File: config.mk
export PLATFORM = sky130hd
export DESIGN_NAME = pressure_alarm_controller
export DESIGN_NICKNAME = d
export VERILOG_FILES = /design/src/rtl/pressure_pkg.sv /design/src/rtl/sat_counter.sv /design/src/rtl/pressure_alarm_controller.sv
export SDC_FILE = /design/constraint.sdc
export NUM_CORES = 1
export LEC_CHECK = 0
export CAP_MARGIN = 20
export CORE_ASPECT_RATIO = 1.75
export CORE_MARGIN = 3
export CORE_UTILIZATION = 35
export CTS_CLUSTER_DIAMETER = 30
export DETAILED_ROUTE_END_ITERATION = 16
export DONT_BUFFER_PORTS = 1
export GPL_ROUTABILITY_DRIVEN = 1
export HOLD_SLACK_MARGIN = 0.1
export SETUP_SLACK_MARGIN = 0.02
export SLEW_MARGIN = 20
export SYNTH_ARGS = -nofsm -noshare
export SYNTH_HDL_FRONTEND = slang
export SYNTH_SLANG_ARGS = --single-unit
File: constraint.sdc
create_clock -name clk -period 2.21 [get_ports clk]
set_input_delay 0.442 -clock clk [delete_from_list [all_inputs] [get_ports clk]]
set_output_delay 0.442 -clock clk [all_outputs]
set_load 0.02 [all_outputs]
File: src/rtl/pressure_pkg.sv
`default_nettype none
// ============================================================================
//  Module      : pressure_pkg
//  Description : Shared types and constants for the pressure alarm slice.
//                Provides the alarm FSM state encoding and the widths of the
//                pressure code and the alarm event counter.
//  Revision    : 1.0 - initial release
// ============================================================================
package pressure_pkg;

    // Width of the raw pressure code from the analyzer
    localparam int PDATA_W = 5;
    // Width of the alarm event counter
    localparam int EVT_W   = 8;

    // Alarm FSM states. The encoding is visible on the `state` port, and
    // bit 1 is the alarm-active flag (ALARM and CLEARING).
    typedef enum logic [1:0] {
        ST_NORMAL   = 2'd0,
        ST_PENDING  = 2'd1,
        ST_ALARM    = 2'd2,
        ST_CLEARING = 2'd3
    } alarm_state_t;

endpackage : pressure_pkg
`default_nettype wire

File: src/rtl/sat_counter.sv
`default_nettype none
// ============================================================================
//  Module      : sat_counter
//  Description : Up-counter with increment enable that saturates at
//                all-ones. Synchronous active-high reset clears it.
//  Ports       : clk   - system clock (rising edge)
//                rst   - synchronous active-high reset
//                inc   - increment request for this cycle
//                count - current count value
//  Revision    : 1.0 - initial release
// ============================================================================
module sat_counter #(
    parameter int WIDTH = 8
) (
    input  logic             clk,
    input  logic             rst,
    input  logic             inc,
    output logic [WIDTH-1:0] count
);

    logic [WIDTH-1:0] r_count;

    always_ff @(posedge clk) begin
        if (rst) begin
            r_count <= '0;
        end else if (inc && (r_count != {WIDTH{1'b1}})) begin
            r_count <= r_count + 1'b1;
        end
    end

    assign count = r_count;

endmodule : sat_counter
`default_nettype wire

File: src/rtl/pressure_alarm_controller.sv
`default_nettype none
// ============================================================================
//  Module      : pressure_alarm_controller
//  Description : Qualifies analyzer warnings with a trip streak, raises a
//                latched alarm held until operator acknowledge, and drops it
//                after a clean recovery streak. Counts alarm entries and
//                records the last out-of-range pressure code.
//  Ports       : clk            - system clock (rising edge)
//                rst            - synchronous active-high reset
//                sample_valid   - pData/pWarning carry a new sample
//                pData          - raw pressure code 0..31
//                pWarning       - analyzer verdict for pData
//                ack            - operator acknowledge (honoured in ALARM)
//                alarm          - alarm active (ALARM or CLEARING)
//                alarm_pending  - warning streak in progress (PENDING)
//                state          - FSM state: 0 NORMAL,1 PENDING,2 ALARM,3 CLEARING
//                event_count    - ALARM entries since reset, saturating
//                last_bad_value - pData of the most recent warning sample
//  Revision    : 1.0 - initial release
// ============================================================================
module pressure_alarm_controller
    import pressure_pkg::*;
#(
    parameter int TRIP_COUNT  = 3,
    parameter int CLEAR_COUNT = 4
) (
    input  logic               clk,
    input  logic               rst,
    input  logic               sample_valid,
    input  logic [PDATA_W-1:0] pData,
    input  logic               pWarning,
    input  logic               ack,
    output logic               alarm,
    output logic               alarm_pending,
    output logic [1:0]         state,
    output logic [EVT_W-1:0]   event_count,
    output logic [PDATA_W-1:0] last_bad_value
);

    localparam logic [3:0] c_trip_count  = 4'(TRIP_COUNT);
    localparam logic [3:0] c_clear_count = 4'(CLEAR_COUNT);

    alarm_state_t       r_state;
    logic [3:0]         r_cnt;
    logic [PDATA_W-1:0] r_last_bad;

    logic               w_warn_sample;
    logic               w_clean_sample;
    logic [3:0]         w_cnt_next;
    logic               w_trip;

    assign w_warn_sample  = sample_valid &  pWarning;
    assign w_clean_sample = sample_valid & ~pWarning;
    // Streak never exceeds 14 before it is compared, so 4 bits cannot wrap.
    assign w_cnt_next     = r_cnt + 4'd1;

    // Final warning of a trip streak: drives both the FSM and event counter.
    assign w_trip = (r_state == ST_PENDING) && w_warn_sample &&
                    (w_cnt_next == c_trip_count);

    always_ff @(posedge clk) begin
        if (rst) begin
            r_state <= ST_NORMAL;
            r_cnt   <= 4'd0;
        end else begin
            case (r_state)
                ST_NORMAL: begin
                    if (w_warn_sample) begin
                        r_state <= ST_PENDING;
                        r_cnt   <= 4'd1;
                    end else begin
                        r_cnt   <= 4'd0;
                    end
                end
                ST_PENDING: begin
                    if (w_trip) begin
                        r_state <= ST_ALARM;
                        r_cnt   <= 4'd0;
                    end else if (w_warn_sample) begin
                        r_cnt   <= w_cnt_next;
                    end else if (w_clean_sample) begin
                        r_state <= ST_NORMAL;
                        r_cnt   <= 4'd0;
                    end
                end
                ST_ALARM: begin
                    // Samples are ignored here; a clean sample arriving with
                    // the ack already counts towards the recovery streak.
                    if (ack) begin
                        r_state <= ST_CLEARING;
                        r_cnt   <= w_clean_sample ? 4'd1 : 4'd0;
                    end
                end
                ST_CLEARING: begin
                    if (w_clean_sample) begin
                        if (w_cnt_next == c_clear_count) begin
                            r_state <= ST_NORMAL;
                            r_cnt   <= 4'd0;
                        end else begin
                            r_cnt   <= w_cnt_next;
                        end
                    end else if (w_warn_sample) begin
                        r_cnt   <= 4'd0;
                    end
                end
                default: begin
                    r_state <= ST_NORMAL;
                    r_cnt   <= 4'd0;
                end
            endcase
        end
    end

    always_ff @(posedge clk) begin
        if (rst) begin
            r_last_bad <= '0;
        end else if (w_warn_sample) begin
            r_last_bad <= pData;
        end
    end

    sat_counter #(
        .WIDTH (EVT_W)
    ) u_event_counter (
        .clk   (clk),
        .rst   (rst),
        .inc   (w_trip),
        .count (event_count)
    );

    assign state          = r_state;
    assign alarm          = r_state[1];
    assign alarm_pending  = (r_state == ST_PENDING);
    assign last_bad_value = r_last_bad;

endmodule : pressure_alarm_controller
`default_nettype wire

==> impl_table.tex, run 1 <==
\begin{tabular}{lr}
\hline
Metric & Value \\
\hline
\multicolumn{2}{l}{\textbf{Power and ir drop}} \\
Design internal power & 0.496 mW \\
Portion of total power attributed to sequential cells & 57.1\% \\
Power per unit of standard cell area & 547 nW/um2 \\
Logic pwr share & 6.7\% \\
Total net switching power & 0.133 mW \\
Part of the total power dissipated in the clock network & 36.2\% \\
Leakage power figure & 0.386 nW \\
Sw Ratio & 21.2\% \\
Highest ir drop seen on vdd & 0.000411 V \\
\multicolumn{2}{l}{\textbf{Min path}} \\
Cells on Worst Hold Path & 1 \\
Hold Crit Start & rst \\
Worst min-delay path endpoint & r\_cnt[3]\$\_SDFFE\_PP0P\_ \\
Hold Path Class & primary input to flop \\
\multicolumn{2}{l}{\textbf{Clocking}} \\
Total setup buffers inserted after CTS & 0 \\
Total of hold buffers inserted after clock tree synthesis & 0 \\
Htree depth & 1 \\
Clock sink count & 19 \\
Cts bufs inserted & 3 \\
Quantity of gates resized following cts & 0 \\
Insertion delay of the later-clocked pin in the worst-skew pair & 0.24 ns \\
TritonCTS clock tree & yes \\
Clock-pin slew of the registers on the worst-case setup and hold paths & 0.06 ns \\
Clock tree root buffer cell & clkbuf\_8 \\
Max Root-Sink Buffers & 2 \\
\multicolumn{2}{l}{\textbf{Global routing}} \\
Remaining global-route overflow & 0 \\
Met2 usage in global routing & 23.2\% \\
Antenna violations before repair & 0 \\
Largest net degree at the start of global routing & 26 \\
Global-route wire length before repair & 4.13 mm \\
Fraction of met3 tracks used by global routing & 2.93\% \\
Global-route usage over all layers & 14.4\% \\
Met1 global-route usage & 16.6\% \\
Layer with the highest usage & met2 \\
Via count of the first global-routing pass & 944 \\
\multicolumn{2}{l}{\textbf{Worst setup path}} \\
WP data arrival & 2.11 ns \\
Reg2Reg Launch Point & r\_cnt[1]\$\_SDFFE\_PP0P\_ \\
Required @ worst endpoint & 2.39 ns \\
Kind of start point of the critical path & flop \\
Number of cells on the worst reg-to-reg path & 6 \\
Biggest fanout along the worst timing path & 13 \\
Element type at the critical path end & flop \\
Capture instance of the worst register-to-register path & u\_event\_counter.count[4]\$\_SDFFE\_PP0P\_ \\
Class of the most critical setup path & flop to flop \\
Setup slack of the worst register-to-register path & 0.27 ns \\
\multicolumn{2}{l}{\textbf{STA}} \\
Transition time at the pin with the least slew margin & 0.473 ns \\
Sum of negative setup slack & 0 ns \\
Fin Hold WS & 0.259 ns \\
Minimum period implied by the final worst setup slack & 1.94 ns \\
Maximum frequency from static timing analysis & 516 MHz \\
Final setup viols & 0 \\
Final worst path period share & 87.7\% \\
Hold violation total from the final report & 0 \\
Relative slew margins & 68.3\% \\
Setup repair after global routing missed its margin & no \\
Count of final max-slew check failures & 0 \\
Worst Skew & 0.000348 ns \\
\multicolumn{2}{l}{\textbf{Synth}} \\
Area of the mapped netlist & 1080 um2 \\
Sequential fraction of the synthesis area & 35.2\% \\
Synthesized area per cell & 8.00 um2 \\
Gate count of the mapped netlist & 135 \\
Number of warnings printed during yosys synthesis & 0 \\
Most area-hungry cell type in the Yosys netlist & dfxtp\_1 \\
Top cell type's share of synthesized area & 35.2\% \\
Net Count, Synth & 148 \\
Netlist cell types & 40 \\
Number of synthesized register bits & 19 \\
Largest cells by area after synthesis & dfxtp\_1 35\%, a21oi\_1 6.5\%, nand2\_1 5.2\% \\
\multicolumn{2}{l}{\textbf{Final layout}} \\
Register cell area after layout & 380 um2 \\
Diode insertion count for antenna repair & 0 \\
Most common cell after layout, fill and taps aside & dfxtp\_1 \\
Area growth from synthesis to final layout & 6.49\% \\
Most used cells in the layout excluding fill and tap cells & 19 x dfxtp\_1, 15 x nand2\_1, 14 x a21oi\_1 \\
Number of nets in the layout & 150 \\
Share of final-layout standard cells stronger than drive strength 1 & 12.5\% \\
Combined area of the multi-input logic cells & 644 um2 \\
Fill cell count & 312 \\
\multicolumn{2}{l}{\textbf{Placement}} \\
Count of input and output buffers & 0 \\
Half-perimeter wire length of the detailed placement result & 1.97 mm \\
Placer Congestion & 0.846 \\
\multicolumn{2}{l}{\textbf{Die}} \\
Die Footprint & 3810 um2 \\
Initial cell density of the core & 36.9\% \\
Overall die width & 48.0 um \\
Vertical die dimension & 79.5 um \\
Num ports & 27 \\
Core region area & 2930 um2 \\
Std-Cell Rows & 26 \\
\multicolumn{2}{l}{\textbf{Drt}} \\
WL per Instance & 15.3 um \\
Post-route ant nets & 0 \\
Total Wirelength & 2.51 mm \\
First-iteration detailed-routing DRC count & 34 \\
Vias per inst & 5.96 \\
Routed vias & 977 \\
\# DRC & 0 \\
Detailed Routing Iterations Pass 1 & 4 \\
\multicolumn{2}{l}{\textbf{Run status}} \\
Result of the run & finished, final reports clean \\
\multicolumn{2}{l}{\textbf{Job}} \\
Max-capacitance violation count & 0 \\
\hline
\end{tabular}
-- registers in the layout, summed over array words and instances, names as in the netlist, named ones only --
name	cells
u_event_counter.count	8
last_bad_value	5
r_cnt	4
state	1
-- synthesized netlist by cell type (all sizes together) --
cell type / n
nand3: 11
mux2i: 2
and2b: 1
dfxtp: 19
and4: 1
clkbuf: 3
nor3: 2
a21oi: 14
nor2b: 5
o211ai: 1
nor2: 10
or4: 3
xor2: 1
nor4: 1
ha: 3
o22ai: 1
or3: 3
a32oi: 1
mux2: 2
nand3b: 2
a211o: 2
a31oi: 1
and3: 1
o41ai: 1
nor3b: 1
o21ai: 8
inv: 2
o31ai: 3
or2: 2
nand2b: 5
buf: 5
a21boi: 1
o21bai: 1
nand2: 15
or4b: 1
-- cell type report --
type / count / area share [%]
multi-input cells: 106 / 56.0
flip-flops and latches: 19 / 33.1
inverters: 2 / 0.653
clock buffers: 4 / 3.92
repair buffers: 5 / 3.26
well taps: 28 / 3.05
-- metrics by stage --
step / utilization, % / setup slack, ns / instance area (um2) / std cells / power, mW
final: 39.3 / 0.273 / 1150 / 164 / 0.629
after global routing: 39.3 / 0.114 / 1150 / 164 / 0.658
after CTS: 39.3 / 0.257 / 1150 / 164 / 0.638
after floorplan: - / 0.311 / 1080 / 135 / 0.410
after global placement: 37.7 / 0.378 / 1100 / 160 / 0.407
after detailed placement: 37.7 / 0.273 / 1100 / 160 / 0.409
-- power by group through the flow --
stage	clock (mW)	sequential (mW)	combinational, mW
3_3_place_gp	0	0.367	0.0403
2_1_floorplan	0	0.368	0.0422
6_report	0.228	0.359	0.0421
4_1_cts	0.237	0.359	0.0420
5_1_grt	0.251	0.360	0.0470
3_5_place_dp	0	0.367	0.0416
-- how the worst max path moves through the flow --
| stage | start | endpoint | slack, ns | depth (start not counted) |
|---|---|---|---|---|
| finish | r_cnt[1]$_SDFFE_PP0P_ | u_event_counter.count[4]$_SDFFE_PP0P_ | 0.27 | 6 |
| detailed placement | r_cnt[1]$_SDFFE_PP0P_ | u_event_counter.count[4]$_SDFFE_PP0P_ | 0.27 | 6 |
| CTS | r_cnt[1]$_SDFFE_PP0P_ | u_event_counter.count[4]$_SDFFE_PP0P_ | 0.26 | 6 |
| global route | r_cnt[1]$_SDFFE_PP0P_ | u_event_counter.count[4]$_SDFFE_PP0P_ | 0.11 | 6 |
| floorplan | state[0]$_SDFFE_PP0P_ | u_event_counter.count[2]$_SDFFE_PP0P_ | 0.31 | 7 |
| global placement | r_cnt[1]$_SDFFE_PP0P_ | u_event_counter.count[4]$_SDFFE_PP0P_ | 0.38 | 6 |
-- layer usage --
metal	routed length [um]	vias to the layer above	share of wire, %
li1	-	488	-
met2	1460	25	58
met3	141	4	5.6
met1	857	460	34
met4	44	0	1.8
met5	0	-	0
-- worst max-delay path, cell delays in order (launching register included) --
cell and delay, ns:
dfxtp_1 0.40, ha_1 0.26, inv_1 0.07, o21ai_2 0.20
nand3_2 0.24, or4_1 0.55, a21oi_1 0.16
-- kinds of logic after synthesis --
| logic type | Yosys count | synth area share, % |
|---|---|---|
| AOI/OAI and AO/OA | 34 | 19.1 |
| xor gates and xnor gates | 1 | 0.811 |
| adders and majority gates | 3 | 3.48 |
| buffers and inverters | 10 | 5.10 |
| DFF | 19 | 35.2 |
| muxes | 4 | 3.94 |
| and+or+nand+nor | 64 | 32.3 |
(Power assumes the default switching activity.)
==> inputs of run 2 (changes only) <==
--- a/config.mk
+++ b/config.mk
@@ -5,6 +5,7 @@
 export SDC_FILE = /design/constraint.sdc
 export NUM_CORES = 1
 export LEC_CHECK = 0
+export ABC_AREA = 1
 export CAP_MARGIN = 20
 export CORE_ASPECT_RATIO = 1.75
 export CORE_MARGIN = 3
==> impl_table.tex, run 2 <==
\begin{tabular}{lr}
\hline
Metric & Value \\
\hline
\multicolumn{2}{l}{\textbf{STA}} \\
Relative slew margins & 57.0\% (-11 points) \\
Final worst path period share & 77.1\% (-11 points) \\
Final setup viols & 0 (unchanged) \\
Maximum frequency from static timing analysis & 587 MHz (+14\%) \\
Worst Skew & 0.00869 ns (+0.00834 ns) \\
Hold violation total from the final report & 0 (unchanged) \\
Minimum period implied by the final worst setup slack & 1.70 ns (-0.234 ns) \\
Sum of negative setup slack & 0 ns (unchanged) \\
Transition time at the pin with the least slew margin & 0.638 ns (+0.164 ns) \\
Fin Hold WS & 0.240 ns (-0.0192 ns) \\
Count of final max-slew check failures & 0 (unchanged) \\
Setup repair after global routing missed its margin & no \\
\multicolumn{2}{l}{\textbf{Final layout}} \\
Most common cell after layout, fill and taps aside & nand2\_1 \\
Max reg flops & 8 (unchanged) \\
Most used cells in the layout excluding fill and tap cells & 34 x nand2\_1, 20 x nor2\_1, 19 x dfxtp\_1 \\
Area growth from synthesis to final layout & 11.2\% \\
Number of nets in the layout & 175 (+17\%) \\
Core Util, Final & 41.2\% (+1.9 points) \\
Share of final-layout standard cells stronger than drive strength 1 & 22.4\% (+9.9 points) \\
Diode insertion count for antenna repair & 0 (unchanged) \\
\multicolumn{2}{l}{\textbf{Drt}} \\
Total Wirelength & 2.31 mm (-8.1\%) \\
Routed vias & 992 (+1.5\%) \\
First-iteration detailed-routing DRC count & 19 (-44\%) \\
WL per Instance & 11.4 um (-26\%) \\
Post-route ant nets & 0 (unchanged) \\
\# DRC & 0 (unchanged) \\
Detailed Routing Iterations Pass 1 & 4 (unchanged) \\
Vias per inst & 4.89 (-18\%) \\
\multicolumn{2}{l}{\textbf{Die}} \\
Core region area & 2960 um2 (+1.1\%) \\
Std-Cell Rows & 26 (unchanged) \\
Num ports & 27 (unchanged) \\
Initial cell density of the core & 37.0\% (+0.14 points) \\
Vertical die dimension & 80.0 um (+0.70\%) \\
Overall die width & 48.3 um (+0.66\%) \\
Die Footprint & 3870 um2 (+1.4\%) \\
\multicolumn{2}{l}{\textbf{Synth}} \\
Gate count of the mapped netlist & 155 (+15\%) \\
Synthesized area per cell & 7.07 um2 (-12\%) \\
Number of enable-type register cells in the synthesized netlist & 0 (unchanged) \\
Top cell type's share of synthesized area & 34.7\% (-0.52 points) \\
Main synth FF type & dfxtp\_1 \\
Netlist cell types & 29 (-28\%) \\
Net Count, Synth & 168 (+14\%) \\
Share of flip-flops with an asynchronous set or reset after synthesis & 0\% (unchanged) \\
Top cell types by occurrence after synthesis & 34 x nand2\_1, 20 x nor2\_1, 19 x dfxtp\_1 \\
Number of synthesized register bits & 19 (unchanged) \\
Most area-hungry cell type in the Yosys netlist & dfxtp\_1 \\
Number of warnings printed during yosys synthesis & 0 (unchanged) \\
Area of the mapped netlist & 1100 um2 (+1.5\%) \\
Most instantiated library cell after synthesis & nand2\_1 \\
Sequential fraction of the synthesis area & 34.7\% (-0.52 points) \\
Largest cells by area after synthesis & dfxtp\_1 35\%, nand2\_1 12\%, nor2\_1 6.8\% \\
\multicolumn{2}{l}{\textbf{Power and ir drop}} \\
Sw Ratio & 25.9\% (+4.7 points) \\
Logic pwr share & 7.6\% (+0.9 points) \\
Design internal power & 0.496 mW (about the same) \\
Part of the total power dissipated in the clock network & 36.9\% (+0.7 points) \\
Total net switching power & 0.173 mW (+30\%) \\
Portion of total power attributed to sequential cells & 55.5\% (-1.6 points) \\
Leakage power figure & 0.516 nW (+34\%) \\
Power per unit of standard cell area & 549 nW/um2 (+0.30\%) \\
Highest ir drop seen on vdd & 0.000413 V (+0.53\%) \\
\multicolumn{2}{l}{\textbf{Worst setup path}} \\
Worst setup path endpoint & u\_event\_counter.count[2]\$\_SDFFE\_PP0P\_ \\
Capture instance of the worst register-to-register path & u\_event\_counter.count[2]\$\_SDFFE\_PP0P\_ \\
Element type at the critical path end & flop \\
Reg2Reg Launch Point & state[0]\$\_SDFFE\_PP0P\_ \\
Setup slack of the worst register-to-register path & 0.51 ns (+0.23 ns) \\
WP data arrival & 1.87 ns (-0.24 ns) \\
Critical Path Start & state[0]\$\_SDFFE\_PP0P\_ \\
Number of cells on the worst reg-to-reg path & 9 (+3) \\
Required @ worst endpoint & 2.37 ns (-0.02 ns) \\
Biggest fanout along the worst timing path & 9 (-4) \\
Class of the most critical setup path & flop to flop \\
Kind of start point of the critical path & flop \\
\multicolumn{2}{l}{\textbf{Clocking}} \\
Max Root-Sink Buffers & 2 (unchanged) \\
TritonCTS clock tree & yes \\
Clock sink count & 19 (unchanged) \\
Total of hold buffers inserted after clock tree synthesis & 0 (unchanged) \\
Clock tree root buffer cell & clkbuf\_8 \\
Clock-pin slew of the registers on the worst-case setup and hold paths & 0.08 ns (+0.02 ns) \\
Insertion delay of the later-clocked pin in the worst-skew pair & 0.26 ns (+0.02 ns) \\
Total setup buffers inserted after CTS & 0 (unchanged) \\
Cts bufs inserted & 3 (unchanged) \\
Quantity of gates resized following cts & 0 (unchanged) \\
Htree depth & 1 (unchanged) \\
\multicolumn{2}{l}{\textbf{Global routing}} \\
Global-route usage over all layers & 12.9\% (-1.5 points) \\
Antenna violations before repair & 0 (unchanged) \\
Via count of the first global-routing pass & 933 (-1.2\%) \\
Global-route wire length before repair & 3.89 mm (-5.9\%) \\
Largest net degree at the start of global routing & 13 (-50\%) \\
Remaining global-route overflow & 0 (unchanged) \\
\multicolumn{2}{l}{\textbf{Run status}} \\
Result of the run & finished, final reports clean \\
\multicolumn{2}{l}{\textbf{Placement}} \\
Half-perimeter wire length of the detailed placement result & 1.90 mm (-3.8\%) \\
Count of input and output buffers & 0 (unchanged) \\
Placer Congestion & 0.913 (+7.9\%) \\
\multicolumn{2}{l}{\textbf{Min path}} \\
Hold Path Class & primary input to flop \\
\multicolumn{2}{l}{\textbf{Job}} \\
Max-capacitance violation count & 0 (unchanged) \\
\hline
\end{tabular}
run 2: changes by cell type in the layout (fill, tap and decap cells not counted), sizes merged, moves of 5 or more:
cell	change
nand2b	-5
inv	+15
nor2b	-5
nand2	+28
nor2	+14
run 2: worst min path at each step:
| stage | start | endpoint | slack, ns | cells past startpoint |
|---|---|---|---|---|
| 6_report | rst | r_cnt[0]$_SDFFE_PP0P_ | 0.24 | 1 |
| 5_1_grt | rst | u_event_counter.count[7]$_SDFFE_PP0P_ | 0.23 | 1 |
| 4_1_cts | rst | r_cnt[0]$_SDFFE_PP0P_ | 0.23 | 1 |
| 3_5_place_dp | r_cnt[3]$_SDFFE_PP0P_ | r_cnt[3]$_SDFFE_PP0P_ | 0.48 | 2 |
| 3_3_place_gp | r_cnt[3]$_SDFFE_PP0P_ | r_cnt[3]$_SDFFE_PP0P_ | 0.46 | 2 |
| 2_1_floorplan | r_cnt[3]$_SDFFE_PP0P_ | r_cnt[3]$_SDFFE_PP0P_ | 0.46 | 2 |
run 2: logic make-up after synthesis:
kind of cell	share of synthesized area (%)
buf+inv	8.10
xor+xnor	3.20
compound gates	12.9
flops	34.7
simple gates	37.7
fa+ha+maj	3.43
run 2: metrics by stage:
stage,cell area [um2],std cells,setup slack (ns),power (mW)
final,1220,203,0.507,0.669
after global routing,1220,203,0.314,0.700
after CTS,1220,203,0.487,0.680
after detailed placement,1170,199,0.504,0.431
after global placement,1170,199,0.541,0.430
after floorplan,1100,155,0.512,0.424
run 2: final cells by class:
cell class              count  area (um2)
flip-flops and latches     19         380
clock inverters             1        7.51
inverters                  18        72.6
fillers                   320        1740
repair buffers              5        37.5
clock buffers               3        41.3
well taps                  42        52.6
multi-input cells         115         627
run 2: power by group through the flow:
| stage | clock network (mW) | logic [mW] | registers (mW) |
|---|---|---|---|
| global route | 0.269 | 0.0588 | 0.373 |
| detailed placement | 0 | 0.0517 | 0.380 |
| global placement | 0 | 0.0510 | 0.379 |
| CTS | 0.256 | 0.0518 | 0.372 |
| floorplan | 0 | 0.0464 | 0.377 |
| finish | 0.246 | 0.0511 | 0.371 |
run 2: routing by layer:
layer  vias to the layer above  GRT usage, %  wire length, um
met2                        32          23.5             1240
met5                         -             0                0
met1                       447          12.3              837
met3                         9          3.18              131
li1                        504             -                -
met4                         0          9.97               96
run 2: worst max-delay path: stages, from the launching register on:
cell	delay, ns
dfxtp_1	0.52
inv_2	0.10
nor2_2	0.31
nand2_4	0.11
nor2_4	0.17
nand2_4	0.11
clkinv_4	0.12
nand3_2	0.06
nand2_1	0.07
nor2_2	0.03
==> inputs of run 3 (changes only) <==
==> constraint.sdc (replaced) <==
create_clock -name clk -period 1.5 [get_ports clk]
set_input_delay 0.3 -clock clk [delete_from_list [all_inputs] [get_ports clk]]
set_output_delay 0.3 -clock clk [all_outputs]
set_load 0.02 [all_outputs]
==> impl_table.tex, run 3 (same netlist as run 2, synthesis figures left out) <==
\begin{tabular}{lr}
\hline
Metric & Value \\
\hline
\multicolumn{2}{l}{\textbf{Clocking}} \\
Clock tree root buffer cell & clkbuf\_8 \\
Insertion delay of the later-clocked pin in the worst-skew pair & 0.25 ns (about the same) \\
Total of hold buffers inserted after clock tree synthesis & 1 (+1) \\
Cts bufs inserted & 3 (unchanged) \\
Max Root-Sink Buffers & 2 (unchanged) \\
Clock sink count & 19 (unchanged) \\
Clock-pin slew of the registers on the worst-case setup and hold paths & 0.07 ns (about the same) \\
Htree depth & 1 (unchanged) \\
TritonCTS clock tree & yes \\
\multicolumn{2}{l}{\textbf{STA}} \\
Final setup viols & 6 (+6) \\
Worst Skew & 0.00247 ns (-0.00622 ns) \\
Final worst path period share & 101\% (+24 points) \\
Hold violation total from the final report & 0 (unchanged) \\
Minimum period implied by the final worst setup slack & 1.52 ns (-0.182 ns) \\
Post-route worst setup slack & -0.0208 ns (-0.528 ns) \\
Maximum frequency from static timing analysis & 658 MHz (+12\%) \\
Transition time at the pin with the least slew margin & 0.367 ns (-0.270 ns) \\
Relative slew margins & 75.5\% (+18 points) \\
Count of final max-slew check failures & 0 (unchanged) \\
Setup repair after global routing missed its margin & yes \\
\multicolumn{2}{l}{\textbf{Worst setup path}} \\
Reg2Reg Launch Point & r\_cnt[0]\$\_SDFFE\_PP0P\_ \\
Max incr delay on CP & 0.37 ns (-0.15 ns) \\
Chain of cells forming the critical path & ha\_4, inv\_2, nand2\_2, nand2\_2, nor2\_4, nand2\_4, nor2\_4, buf\_6, nand2\_8, nand2\_2, a21oi\_2 \\
Critical Path Start & r\_cnt[0]\$\_SDFFE\_PP0P\_ \\
Buffers plus inverters on the worst setup path & 2 (unchanged) \\
CP max stage cell & dfxtp\_4 \\
Crit path max-delay family & simple AND/OR/NAND/NOR gates \\
Biggest fanout along the worst timing path & 4 (-5) \\
Kind of start point of the critical path & flop \\
Class of the most critical setup path & flop to flop \\
Element type at the critical path end & flop \\
Most numerous cell on the critical path & nand2\_2 \\
WP data arrival & 1.66 ns (-0.21 ns) \\
Required @ worst endpoint & 1.64 ns (-0.73 ns) \\
\multicolumn{2}{l}{\textbf{Final layout}} \\
Number of nets in the layout & 197 (+13\%) \\
Max reg flops & 8 (unchanged) \\
Fill cell count & 286 (-11\%) \\
Diode insertion count for antenna repair & 0 (unchanged) \\
Share of final-layout standard cells stronger than drive strength 1 & 41.0\% (+19 points) \\
Area growth from synthesis to final layout & 38.1\% \\
Most common cell after layout, fill and taps aside & nand2\_1 \\
Most used cells in the layout excluding fill and tap cells & 27 x nand2\_1, 23 x buf\_4, 19 x nor2\_1 \\
\multicolumn{2}{l}{\textbf{Drt}} \\
Routed vias & 1072 (+8.1\%) \\
Detailed Routing Iterations Pass 1 & 3 (-1) \\
Total Wirelength & 2.70 mm (+17\%) \\
Vias per inst & 4.76 (-2.5\%) \\
WL per Instance & 12.0 um (+5.8\%) \\
\# DRC & 0 (unchanged) \\
First-iteration detailed-routing DRC count & 10 (-9) \\
Post-route ant nets & 0 (unchanged) \\
\multicolumn{2}{l}{\textbf{Die}} \\
Vertical die dimension & 80.0 um (unchanged) \\
Core region area & 2960 um2 (unchanged) \\
Overall die width & 48.3 um (unchanged) \\
Die Footprint & 3870 um2 (unchanged) \\
Num ports & 27 (unchanged) \\
Initial cell density of the core & 37.0\% (unchanged) \\
Std-Cell Rows & 26 (unchanged) \\
\multicolumn{2}{l}{\textbf{Global routing}} \\
Remaining global-route overflow & 0 (unchanged) \\
Global-route usage over all layers & 14.1\% (+1.1 points) \\
Via count of the first global-routing pass & 988 (+5.9\%) \\
Largest net degree at the start of global routing & 12 (-1) \\
Antenna violations before repair & 0 (unchanged) \\
Global-route wire length before repair & 4.20 mm (+7.8\%) \\
\multicolumn{2}{l}{\textbf{Power and ir drop}} \\
Power, Total & 1.00 mW (+50\%) \\
Highest ir drop seen on vdd & 0.000537 V (+30\%) \\
Leakage power figure & 0.660 nW (+28\%) \\
Power per unit of standard cell area & 661 nW/um2 (+21\%) \\
\multicolumn{2}{l}{\textbf{Placement}} \\
Half-perimeter wire length of the detailed placement result & 2.04 mm (+7.7\%) \\
Setup slack after placement & -0.0484 ns (-0.552 ns) \\
Placer Congestion & 0.838 (-8.2\%) \\
Count of input and output buffers & 0 (unchanged) \\
\multicolumn{2}{l}{\textbf{Run status}} \\
Failing checks & negative setup slack \\
Result of the run & finished, violations left \\
\multicolumn{2}{l}{\textbf{Job}} \\
Max-capacitance violation count & 0 (unchanged) \\
\multicolumn{2}{l}{\textbf{Min path}} \\
Hold Path Class & primary input to flop \\
Hold Crit Start & rst \\
\hline
\end{tabular}
==> run 3: cell types whose count changed in the layout (fill, tap and decap cells not counted), sizes merged <==
cell	before	now
clkbuf	3	4
inv	17	18
clkinvlp	1	0
buf	5	24
nand2	43	44
dlygate4sd3	0	1
==> run 3: path summary, 6_finish.rpt <==
check                                               end  slack (ns)  cells past startpoint
setup / recovery  u_event_counter.count[7]$_SDFFE_PP0P_       -0.02                     11
hold / removal                    r_cnt[3]$_SDFFE_PP0P_        0.11                      1
setup reg to reg  u_event_counter.count[7]$_SDFFE_PP0P_       -0.02                     11
hold reg to reg                   r_cnt[3]$_SDFFE_PP0P_        0.48                      2
==> run 3: cell type report <==
class / count / area [um2] / share of cell area [%]
clock buffers: 4 / 45.0 / 2.98
inverters: 18 / 80.1 / 5.29
flip-flops and latches: 19 / 392 / 25.9
repair inverters: 1 / 8.76 / 0.579
multi-input cells: 116 / 742 / 49.0
well taps: 42 / 52.6 / 3.47
repair buffers: 25 / 194 / 12.8
==> run 3: metrics by stage <==
step                      hold slack (ns)  utilization (%)  instances  TNS [ns]  instance area [um2]
after floorplan                     0.459                -        155         0                 1120
after global placement              0.365             43.7        212         0                 1290
after detailed placement            0.365             43.7        212   -0.0619                 1290
after CTS                           0.102             45.8        217   -0.0171                 1360
after global routing               0.0984             51.1        225    -0.989                 1510
final                               0.107             51.1        225   -0.0839                 1510
==> run 3: repair_timing <==
| item | in CTS | in global routing |
|---|---|---|
| buffers inserted | 0 | 6 |
| cloned | 0 | 2 |
| pin swaps | 0 | 10 |
| gates resized for setup | 2 | 24 |
| endpoints found under the hold margin | 7 | 1 |
| setup endpoints to repair | 10 | 11 |
==> run 3: power by group <==
group	switching [mW]	internal, mW	leakage [nW]
Combinational	0.0683	0.0439	0.480
Clock	0.158	0.189	0.0228
Sequential	0.0251	0.518	0.157
Total	0.251	0.750	0.660
==> run 3: per-layer routing <==
layer	track usage, %	share of wire (%)	vias up	routed length [um]
li1	-	-	555	-
met4	8.55	3.8	0	102
met2	27.6	57	22	1530
met1	12.9	35	486	954
met3	2.99	4.3	9	116
met5	0	0	-	0
